--- src/rtl/ahb_rr_arbiter_pkg.sv ---
// Shared AHB encodings, arbiter FSM states and burst-length helper for ahb_rr_arbiter.
// Default system sizing: nine masters, 4-bit HMASTER.
package ahb_rr_arbiter_pkg;

  localparam int master_number = 9;
  localparam int size_out      = 4;

  typedef enum logic [1:0] {
    IDLE   = 2'b00,
    BUSY   = 2'b01,
    NONSEQ = 2'b10,
    SEQ    = 2'b11
  } transfer_t;

  typedef enum logic [2:0] {
    SINGLE = 3'b000,
    INCR   = 3'b001,
    WRAP4  = 3'b010,
    INCR4  = 3'b011,
    WRAP8  = 3'b100,
    INCR8  = 3'b101,
    WRAP16 = 3'b110,
    INCR16 = 3'b111
  } burst_t;

  typedef enum {ARB, BURST, LOCK} arb_state_t;

  // Undefined-length INCR is treated like SINGLE: nothing to hold the grant for.
  function automatic logic [4:0] burst_beats(burst_t b);
    case (b)
      WRAP4, INCR4:   return 5'd4;
      WRAP8, INCR8:   return 5'd8;
      WRAP16, INCR16: return 5'd16;
      default:        return 5'd1;
    endcase
  endfunction

endpackage

--- src/rtl/rr_picker.sv ---
// Combinational round-robin search: first requester after i_last, wrapping back to i_last.
// o_valid is low when nobody requests; o_winner is then zero and must be ignored.
module rr_picker #(
  parameter int N_MASTERS = 9,
  parameter int MW        = 4
) (
  input  logic [N_MASTERS-1:0] i_req,
  input  logic [MW-1:0]        i_last,
  output logic [MW-1:0]        o_winner,
  output logic                 o_valid
);

  always_comb begin
    o_winner = '0;
    o_valid  = 1'b0;
    // Upper segment first (above i_last), then wrap to 0 .. i_last.
    for (int i = 0; i < N_MASTERS; i++) begin
      if (!o_valid && i_req[i] && (i > int'(i_last))) begin
        o_valid  = 1'b1;
        o_winner = MW'(i);
      end
    end
    for (int i = 0; i < N_MASTERS; i++) begin
      if (!o_valid && i_req[i] && (i <= int'(i_last))) begin
        o_valid  = 1'b1;
        o_winner = MW'(i);
      end
    end
  end

endmodule

--- src/rtl/ahb_rr_arbiter.sv ---
// AHB round-robin bus arbiter: registered one-hot grant, HMASTER follows grant on HREADY,
// grant held for fixed-length bursts and locked sequences.
module ahb_rr_arbiter
  import ahb_rr_arbiter_pkg::*;
#(
  parameter int N_MASTERS      = master_number,
  parameter int MW             = size_out,
  parameter int DEFAULT_MASTER = 0
) (
  input  logic                 HCLK,
  input  logic                 HRESETn,
  input  logic [N_MASTERS-1:0] HBUSREQ,
  input  logic [N_MASTERS-1:0] HLOCK,
  input  logic [1:0]           HTRANS,
  input  logic [2:0]           HBURST,
  input  logic                 HREADY,
  output logic [N_MASTERS-1:0] HGRANT,
  output logic [MW-1:0]        HMASTER,
  output logic                 HMASTLOCK
);

  localparam logic [MW-1:0]        DEF_IDX = MW'(DEFAULT_MASTER);
  localparam logic [N_MASTERS-1:0] ONE     = {{(N_MASTERS-1){1'b0}}, 1'b1};
  localparam logic [N_MASTERS-1:0] DEF_OH  = ONE << DEFAULT_MASTER;

  arb_state_t           r_state;
  arb_state_t           w_state_nxt;
  logic [3:0]           r_cnt;
  logic [3:0]           w_cnt_nxt;
  logic [N_MASTERS-1:0] r_grant;
  logic [MW-1:0]        r_gidx;
  logic [MW-1:0]        r_master;
  logic                 r_mastlock;

  logic [MW-1:0]        w_pick;
  logic                 w_pick_vld;
  logic [MW-1:0]        w_win_idx;
  logic [N_MASTERS-1:0] w_win_oh;
  logic                 w_grant_upd;
  logic [4:0]           w_beats;
  logic                 w_own_lock;
  logic                 w_idle;
  logic                 w_seq;
  logic                 w_nonseq;

  // The rotation pointer is the current grantee, so a full request vector advances every cycle.
  rr_picker #(
    .N_MASTERS (N_MASTERS),
    .MW        (MW)
  ) u_picker (
    .i_req    (HBUSREQ),
    .i_last   (r_gidx),
    .o_winner (w_pick),
    .o_valid  (w_pick_vld)
  );

  assign w_win_idx  = w_pick_vld ? w_pick : DEF_IDX;
  assign w_win_oh   = ONE << w_win_idx;
  assign w_beats    = burst_beats(burst_t'(HBURST));
  assign w_own_lock = HLOCK[r_master];
  assign w_idle     = (HTRANS == IDLE);
  assign w_seq      = (HTRANS == SEQ);
  assign w_nonseq   = (HTRANS == NONSEQ);

  always_ff @(posedge HCLK or negedge HRESETn) begin
    if (!HRESETn) begin
      r_state <= ARB;
      r_cnt   <= '0;
    end else begin
      r_state <= w_state_nxt;
      r_cnt   <= w_cnt_nxt;
    end
  end

  always_comb begin
    w_state_nxt = r_state;
    w_cnt_nxt   = r_cnt;
    case (r_state)
      ARB: begin
        if (HREADY && w_nonseq) begin
          if (w_own_lock) begin
            w_state_nxt = LOCK;
          end else if (w_beats != 5'd1) begin
            w_state_nxt = BURST;
            w_cnt_nxt   = 4'(w_beats - 5'd1);
          end
        end
      end
      BURST: begin
        // BUSY and wait states leave the remaining-beat count untouched.
        if (HREADY) begin
          if (w_seq) begin
            if (r_cnt <= 4'd1) begin
              w_state_nxt = ARB;
              w_cnt_nxt   = '0;
            end else begin
              w_cnt_nxt = r_cnt - 4'd1;
            end
          end else if (w_idle || w_nonseq) begin
            w_state_nxt = ARB;
            w_cnt_nxt   = '0;
          end
        end
      end
      LOCK: begin
        if (HREADY && !w_own_lock) begin
          w_state_nxt = ARB;
        end
      end
      default: begin
        w_state_nxt = ARB;
        w_cnt_nxt   = '0;
      end
    endcase
  end

  // Grant moves only on edges that leave (or stay in) ARB, so the edge that starts a
  // burst or lock keeps the current owner granted.
  always_comb begin
    w_grant_upd = (w_state_nxt == ARB);
  end

  always_ff @(posedge HCLK or negedge HRESETn) begin
    if (!HRESETn) begin
      r_grant    <= DEF_OH;
      r_gidx     <= DEF_IDX;
      r_master   <= DEF_IDX;
      r_mastlock <= 1'b0;
    end else begin
      if (w_grant_upd) begin
        r_grant <= w_win_oh;
        r_gidx  <= w_win_idx;
      end
      if (HREADY) begin
        r_master   <= r_gidx;
        r_mastlock <= HLOCK[r_gidx];
      end
    end
  end

  assign HGRANT    = r_grant;
  assign HMASTER   = r_master;
  assign HMASTLOCK = r_mastlock;

endmodule

--- config.mk ---
export PLATFORM = sky130hd
export DESIGN_NAME = ahb_rr_arbiter
export DESIGN_NICKNAME = d
export VERILOG_FILES = /design/src/rtl/ahb_rr_arbiter_pkg.sv /design/src/rtl/rr_picker.sv /design/src/rtl/ahb_rr_arbiter.sv
export SDC_FILE = /design/constraint.sdc
export NUM_CORES = 1
export LEC_CHECK = 0
export CAP_MARGIN = 15
export CORE_MARGIN = 1
export CORE_UTILIZATION = 35
export CTS_CLUSTER_DIAMETER = 150
export DETAILED_ROUTE_END_ITERATION = 10
export PLACE_DENSITY = 0.67
export SYNTH_ARGS = -nofsm -noshare
export SYNTH_HDL_FRONTEND = slang
export SYNTH_SLANG_ARGS = --single-unit
--- constraint.sdc ---
create_clock -name HCLK -period 6.6 [get_ports HCLK]
set_input_delay 0.99 -clock HCLK [delete_from_list [all_inputs] [get_ports HCLK]]
set_output_delay 0.99 -clock HCLK [all_outputs]
set_load 0.05 [all_outputs]
==> run_results.csv, run 1 <==
group,metric,value,unit
status,status,"finished clean",
critical_path,worstReg2RegStart,"r_state[8]$_DFF_PN0_",
timing,setup_violations,0,
logic_synthesis,synthTopCellsByArea,"dfrtp_1 (51%), o21ai_0 (3.7%), nor4_1 (2.4%), mux4_1 (2.0%), nor2_1 (2.0%)",
clock_tree,postCtsSetupBuffers,0,
logic_synthesis,synth.top_cell.area_share,0.509,
pwr,p_leak,0.00132,uW
critical_path,critPathRequiredTime,6780,ps
floorplan,core,7210,um^2
logic_synthesis,syn_area,2600,um^2
critical_path,r2r_slack,3620,ps
worst_hold_path,hold_path_end,"HGRANT[8]$_DFFE_PN0N_",
clock_tree,clockRootBuffer,"clkbuf_8",
logic_synthesis,synth_top_area_cell,"dfrtp_1",
finish,final_common_cell,"dfrtp_1",
placement,gp_congestion,0.851,
placement,portBuffers,38,
route,routedWlPerCell,13.0,um
route,antenna_left,0,
timing,tightest_slew,1010,ps
placement,dp_hpwl,3770,um
clock_tree,cts.sinks,54,
timing,period_needed,3530,ps
floorplan,die-area,7790,um^2
critical_path,cp-start-kind,"input pin",
critical_path,arrival,3710,ps
logic_synthesis,ys_warn_count,0,
global_routing,grt_pass1_vias,1889,
finish,fill_cells,709,
clock_tree,cts_resized,0,
logic_synthesis,synth-main-ff-cell,"dfrtp_1",
timing,max_slew_margin,0.318,
global_routing,grt-ovfl-total,0,
finish,drive_gt1_frac,0.0731,
placement,pre_cts_slack,2780,ps
job,max-cap-violations,0,
finish,nets,329,
clock_tree,cts_tree,"yes",
logic_synthesis,netlist_instances,235,
logic_synthesis,synthDistinctLibCells,57,
global_routing,antenna_found_initial,0,
route,vias_per_cell,5.07,
critical_path,r2r_end,"r_gidx[1]$_DFFE_PN0N_",
placement,place_area,3170,um^2
timing,rsz0062_at_grt,"no",
logic_synthesis,avgSynthCellArea,11.1,um^2
finish,layout_common_cells,"dfrtp_1 (53), clkdlybuf4s50_1 (37), conb_1 (30)",
worst_hold_path,hold_start,"HGRANT[8]$_DFFE_PN0N_",
clock_tree,cts_max_path_buffers,2,
timing,fin_ws,3070,ps
global_routing,grt_use_total,0.144,
finish,antennaDiodeCount,0,
critical_path,worstRegToRegCells,7,
clock_tree,clk_pin_slew,80,ps
floorplan,num_rows,31,
timing,clock_skew,6.19,ps
timing,slew_viol_final,0,
route,dr.first_iter.drc_count,107,
logic_synthesis,synth_edf_count,0,
floorplan,start_util,0.361,
timing,fin_tns_setup,0,ps
route,detail_route.first_pass.iterations,4,
critical_path,critPathKind,"input pin to flip-flop",
worst_hold_path,min_path_cells,1,
floorplan,die_x,88.3,um
logic_synthesis,ys_ff_latch,54,
critical_path,worstPathMaxFanout,13,
route,drc_errors,0,
timing,hold_violations,0,
global_routing,grt_max_degree,55,
floorplan,die_h,88.3,um
clock_tree,clk_latency,300,ps
worst_hold_path,hp-class,"flip-flop to flip-flop",
pwr,ir_drop,0.000200,V
finish,final_area,3260,um^2
timing,fin_crit_sh,0.535,
logic_synthesis,synth-async-reset-ratio,1.00,
route,postRouteWirelength,5180,um
finish,area_delta_synth_final,25.1,%
floorplan,pin_count,40,
route,num_vias,2027,
global_routing,grt_pass1_wl,8600,um
logic_synthesis,yosysSeqAreaShare,0.519,
clock_tree,ctsHtreeMaxLevel,2,
critical_path,endpoint_kind,"flip-flop",
clock_tree,ctsHoldBuffers,0,
pwr,p_per_area,344,nW/um^2
timing,whs,501,ps
timing,fmax,0.283,GHz
clock_tree,numCtsBuffers,5,
## where the power goes
group / total [uW] / switching (uW) / internal [uW]
logic: 484 / 278 / 206
clock network: 172 / 98.5 / 73.4
registers: 465 / 84.2 / 381
total: 1120 / 461 / 661
## final cells by class
type / instances / area [um^2] / share of cell area
clock buffer: 5 / 68.8 / 0.0211
clock inverter: 2 / 13.8 / 0.00423
timing repair buffer: 41 / 398 / 0.122
sequential: 54 / 1350 / 0.415
multi-input combinational: 191 / 1270 / 0.390
tap: 99 / 124 / 0.0380
inverter: 8 / 30.0 / 0.00922
## registers in the layout (all words and copies together) (netlist names)
signal     cells
HGRANT         9
HMASTER        4
HMASTLOCK      1
r_cnt          4
r_gidx         4
r_state       32
## stage by stage
| stage | total power (uW) | cells | utilization |
|---|---|---|---|
| 2_1_floorplan | 807 | 264 | - |
| 3_3_place_gp | 946 | 393 | 0.440 |
| 3_5_place_dp | 952 | 393 | 0.440 |
| 4_1_cts | 1130 | 400 | 0.451 |
| 5_1_grt | 1200 | 400 | 0.451 |
| 6_report | 1120 | 400 | 0.451 |
## layer usage
layer	wire length [um]	global-route usage
met3	243	0.0326
met1	2430	0.200
met5	0	0
met4	67	0.0572
met2	2450	0.221
## synth_stat cells (all sizes together), types with 2 or more instances
master / instances
dfrtp: 53
o21ai: 24
nor2: 14
nand2: 11
nor4: 10
inv: 8
mux2: 7
nor3: 7
o31ai: 7
a21oi: 6
clkbuf: 6
buf: 5
nand2b: 5
nand3: 5
nor2b: 5
a21o: 4
mux4: 4
nor4b: 4
a211oi: 3
mux2i: 3
o21bai: 3
o2bb2ai: 3
a2111oi: 2
and2: 2
ha: 2
nor3b: 2
o211a: 2
o211ai: 2
o22ai: 2
o41ai: 2
## critical path: stages
cell and delay [ps]:
clkdlybuf4s50_1 670, nand3b_1 240, nor4_1 330, a221oi_2 130, a2111oi_2 320, buf_4 230, or2_1 400, mux2_1 370
## worst max-delay path by stage
| stage | cells after the start | startpoint | endpoint | slack [ps] |
|---|---|---|---|---|
| final | 8 | HREADY | r_gidx[1]$_DFFE_PN0N_ | 3070 |
| after global routing | 8 | HREADY | HGRANT[8]$_DFFE_PN0N_ | 2820 |
| after CTS | 8 | HREADY | r_gidx[1]$_DFFE_PN0N_ | 3080 |
| after detailed placement | 8 | HREADY | r_gidx[1]$_DFFE_PN0N_ | 2780 |
| after global placement | 8 | HREADY | r_gidx[3]$_DFFE_PN0N_ | 2810 |
| after floorplan | 8 | HREADY | HGRANT[8]$_DFFE_PN0N_ | 3730 |
## cells by family (layout without fill, tap and decap cells)
group / after synthesis / in the layout / share of synthesized area
AO/OA/AOI/OAI: 75 / 75 / 0.206
AND/OR/NAND/NOR: 70 / 70 / 0.145
flip-flops: 54 / 54 / 0.519
buffers and inverters: 19 / 56 / 0.0346
multiplexers: 14 / 14 / 0.0841
adder cells (fa/ha/maj): 2 / 2 / 0.00961
other: 1 / 30 / 0.00144
(Power assumes the default switching activity.)
==> inputs of run 2 (changes only) <==
==> constraint.sdc (replaced) <==
create_clock -name HCLK -period 3.4 [get_ports HCLK]
set_input_delay 0.51 -clock HCLK [delete_from_list [all_inputs] [get_ports HCLK]]
set_output_delay 0.51 -clock HCLK [all_outputs]
set_load 0.05 [all_outputs]
==> run_results.csv, run 2 (synthesis results as in run 1) <==
group,metric,value,unit
status,status,"finished clean",
timing,hold_violations,0,
pwr,sw_frac_of_total,0.412,
finish,nets,333,
route,routedWlPerCell,13.1,um
critical_path,r2r_slack,720,ps
timing,fin_crit_sh,0.788,
route,drc_errors,0,
clock_tree,ctsHtreeMaxLevel,2,
finish,multi_input_area,1270,um^2
route,vias_per_cell,4.98,
clock_tree,clk_latency,310,ps
global_routing,grt_use_total,0.150,
pwr,p_leak,0.00135,uW
floorplan,pin_count,40,
clock_tree,clk_pin_slew,100,ps
pwr,combPwrFrac,0.441,
placement,portBuffers,38,
clock_tree,postCtsSetupBuffers,0,
timing,whs,213,ps
pwr,p_switching,919,uW
pwr,sequentialPowerShare,0.390,
route,dr.first_iter.drc_count,132,
timing,period_needed,2680,ps
critical_path,worstReg2RegStart,"r_gidx[3]$_DFFE_PN0N_",
clock_tree,cts.sinks,54,
floorplan,start_util,0.361,
timing,max_slew_margin,0.418,
global_routing,grt_pass1_wl,8890,um
clock_tree,ctsHoldBuffers,0,
pwr,p_clk_frac,0.169,
timing,slew_viol_final,0,
critical_path,worstPathMaxFanout,16,
timing,tightest_slew,862,ps
placement,dp_hpwl,3990,um
placement,pre_cts_slack,401,ps
global_routing,antenna_found_initial,0,
finish,largest-register,"r_state",
timing,rsz0062_at_grt,"no",
timing,fin_tns_setup,0,ps
floorplan,die_x,88.3,um
finish,antennaDiodeCount,0,
clock_tree,cts_resized,0,
finish,drive_gt1_frac,0.0882,
timing,clock_skew,6.05,ps
floorplan,die-area,7790,um^2
clock_tree,cts_tree,"yes",
worst_hold_path,hp-class,"input pin to async pin",
global_routing,grt_max_degree,32,
critical_path,r2r_end,"HGRANT[4]$_DFFE_PN0N_",
finish,fill_cells,694,
pwr,p_per_area,675,nW/um^2
route,detail_route.first_pass.iterations,4,
global_routing,grt-ovfl-total,0,
clock_tree,clockRootBuffer,"clkbuf_8",
finish,area_delta_synth_final,26.8,%
route,postRouteWirelength,5310,um
route,num_vias,2015,
clock_tree,cts_max_path_buffers,2,
critical_path,critPathRequiredTime,3610,ps
timing,setup_violations,0,
job,max-cap-violations,0,
floorplan,die_h,88.3,um
timing,fin_ws,721,ps
timing,fmax,0.373,GHz
floorplan,num_rows,31,
finish,final_common_cell,"dfrtp_1",
placement,gp_congestion,0.858,
critical_path,arrival,2890,ps
finish,largest_reg_flops,32,
pwr,p_int,1310,uW
critical_path,worstRegToRegCells,6,
finish,final_area,3300,um^2
clock_tree,numCtsBuffers,5,
floorplan,core,7210,um^2
placement,place_area,3200,um^2
critical_path,cp-start-kind,"flip-flop",
critical_path,endpoint_kind,"flip-flop",
route,antenna_left,0,
finish,seqCellArea,1350,um^2
finish,layout_common_cells,"dfrtp_1 (53), clkdlybuf4s50_1 (37), conb_1 (30)",
critical_path,critPathKind,"flip-flop to flip-flop",
global_routing,grt_pass1_vias,1909,
pwr,ir_drop,0.000431,V
==> run 2: how the worst max path moves through the flow <==
stage | endpoint | slack, ps | start | depth (start not counted)
after detailed placement | HGRANT[6]$_DFFE_PN0N_ | 400 | HBUSREQ[7] | 7
after CTS | r_gidx[1]$_DFFE_PN0N_ | 700 | r_state[27]$_DFF_PN0_ | 6
after global routing | HGRANT[4]$_DFFE_PN0N_ | 450 | r_gidx[3]$_DFFE_PN0N_ | 6
final | HGRANT[4]$_DFFE_PN0N_ | 720 | r_gidx[3]$_DFFE_PN0N_ | 6
after floorplan | HGRANT[4]$_DFFE_PN0N_ | 760 | HMASTER[0]$_DFFE_PN0P_ | 8
after global placement | HGRANT[4]$_DFFE_PN0N_ | 370 | HBUSREQ[7] | 7
==> run 2: metrics by stage <==
stage / power [uW] / cells / util
after global routing: 2380 / 405 / 0.458
after floorplan: 1570 / 264 / -
after CTS: 2250 / 405 / 0.458
after global placement: 1860 / 397 / 0.444
final: 2230 / 405 / 0.458
after detailed placement: 1860 / 397 / 0.444
==> run 2: worst max-delay path, stage by stage, from the launching register on <==
cell and delay [ps]:
dfrtp_1 580, nor2_1 390, a21boi_1 500, nor3_1 110
a22oi_1 230, o311ai_0 340, o41ai_1 420
==> run 2: layer usage <==
metal	wire length, um	part of all wire	global-route usage
met5	0	0	0
met4	76	0.014	0.0660
met3	245	0.046	0.0345
met2	2440	0.46	0.225
met1	2550	0.48	0.208
==> run 2: power by group through the flow <==
stage               logic (uW)  clock network [uW]  registers [uW]
detailed placement         983                   0             878
finish                     984                 376             869
global placement           977                   0             880
global route              1070                 417             887
CTS                        986                 393             867
floorplan                  564                   0            1000
==> run 2: cell type report <==
type / count / share of cell area
multi-input cells: 191 / 0.385
clock buffers: 5 / 0.0208
clock inverters: 3 / 0.00872
repair buffers: 45 / 0.130
flip-flops and latches: 54 / 0.410
inverters: 8 / 0.00909
well taps: 99 / 0.0375
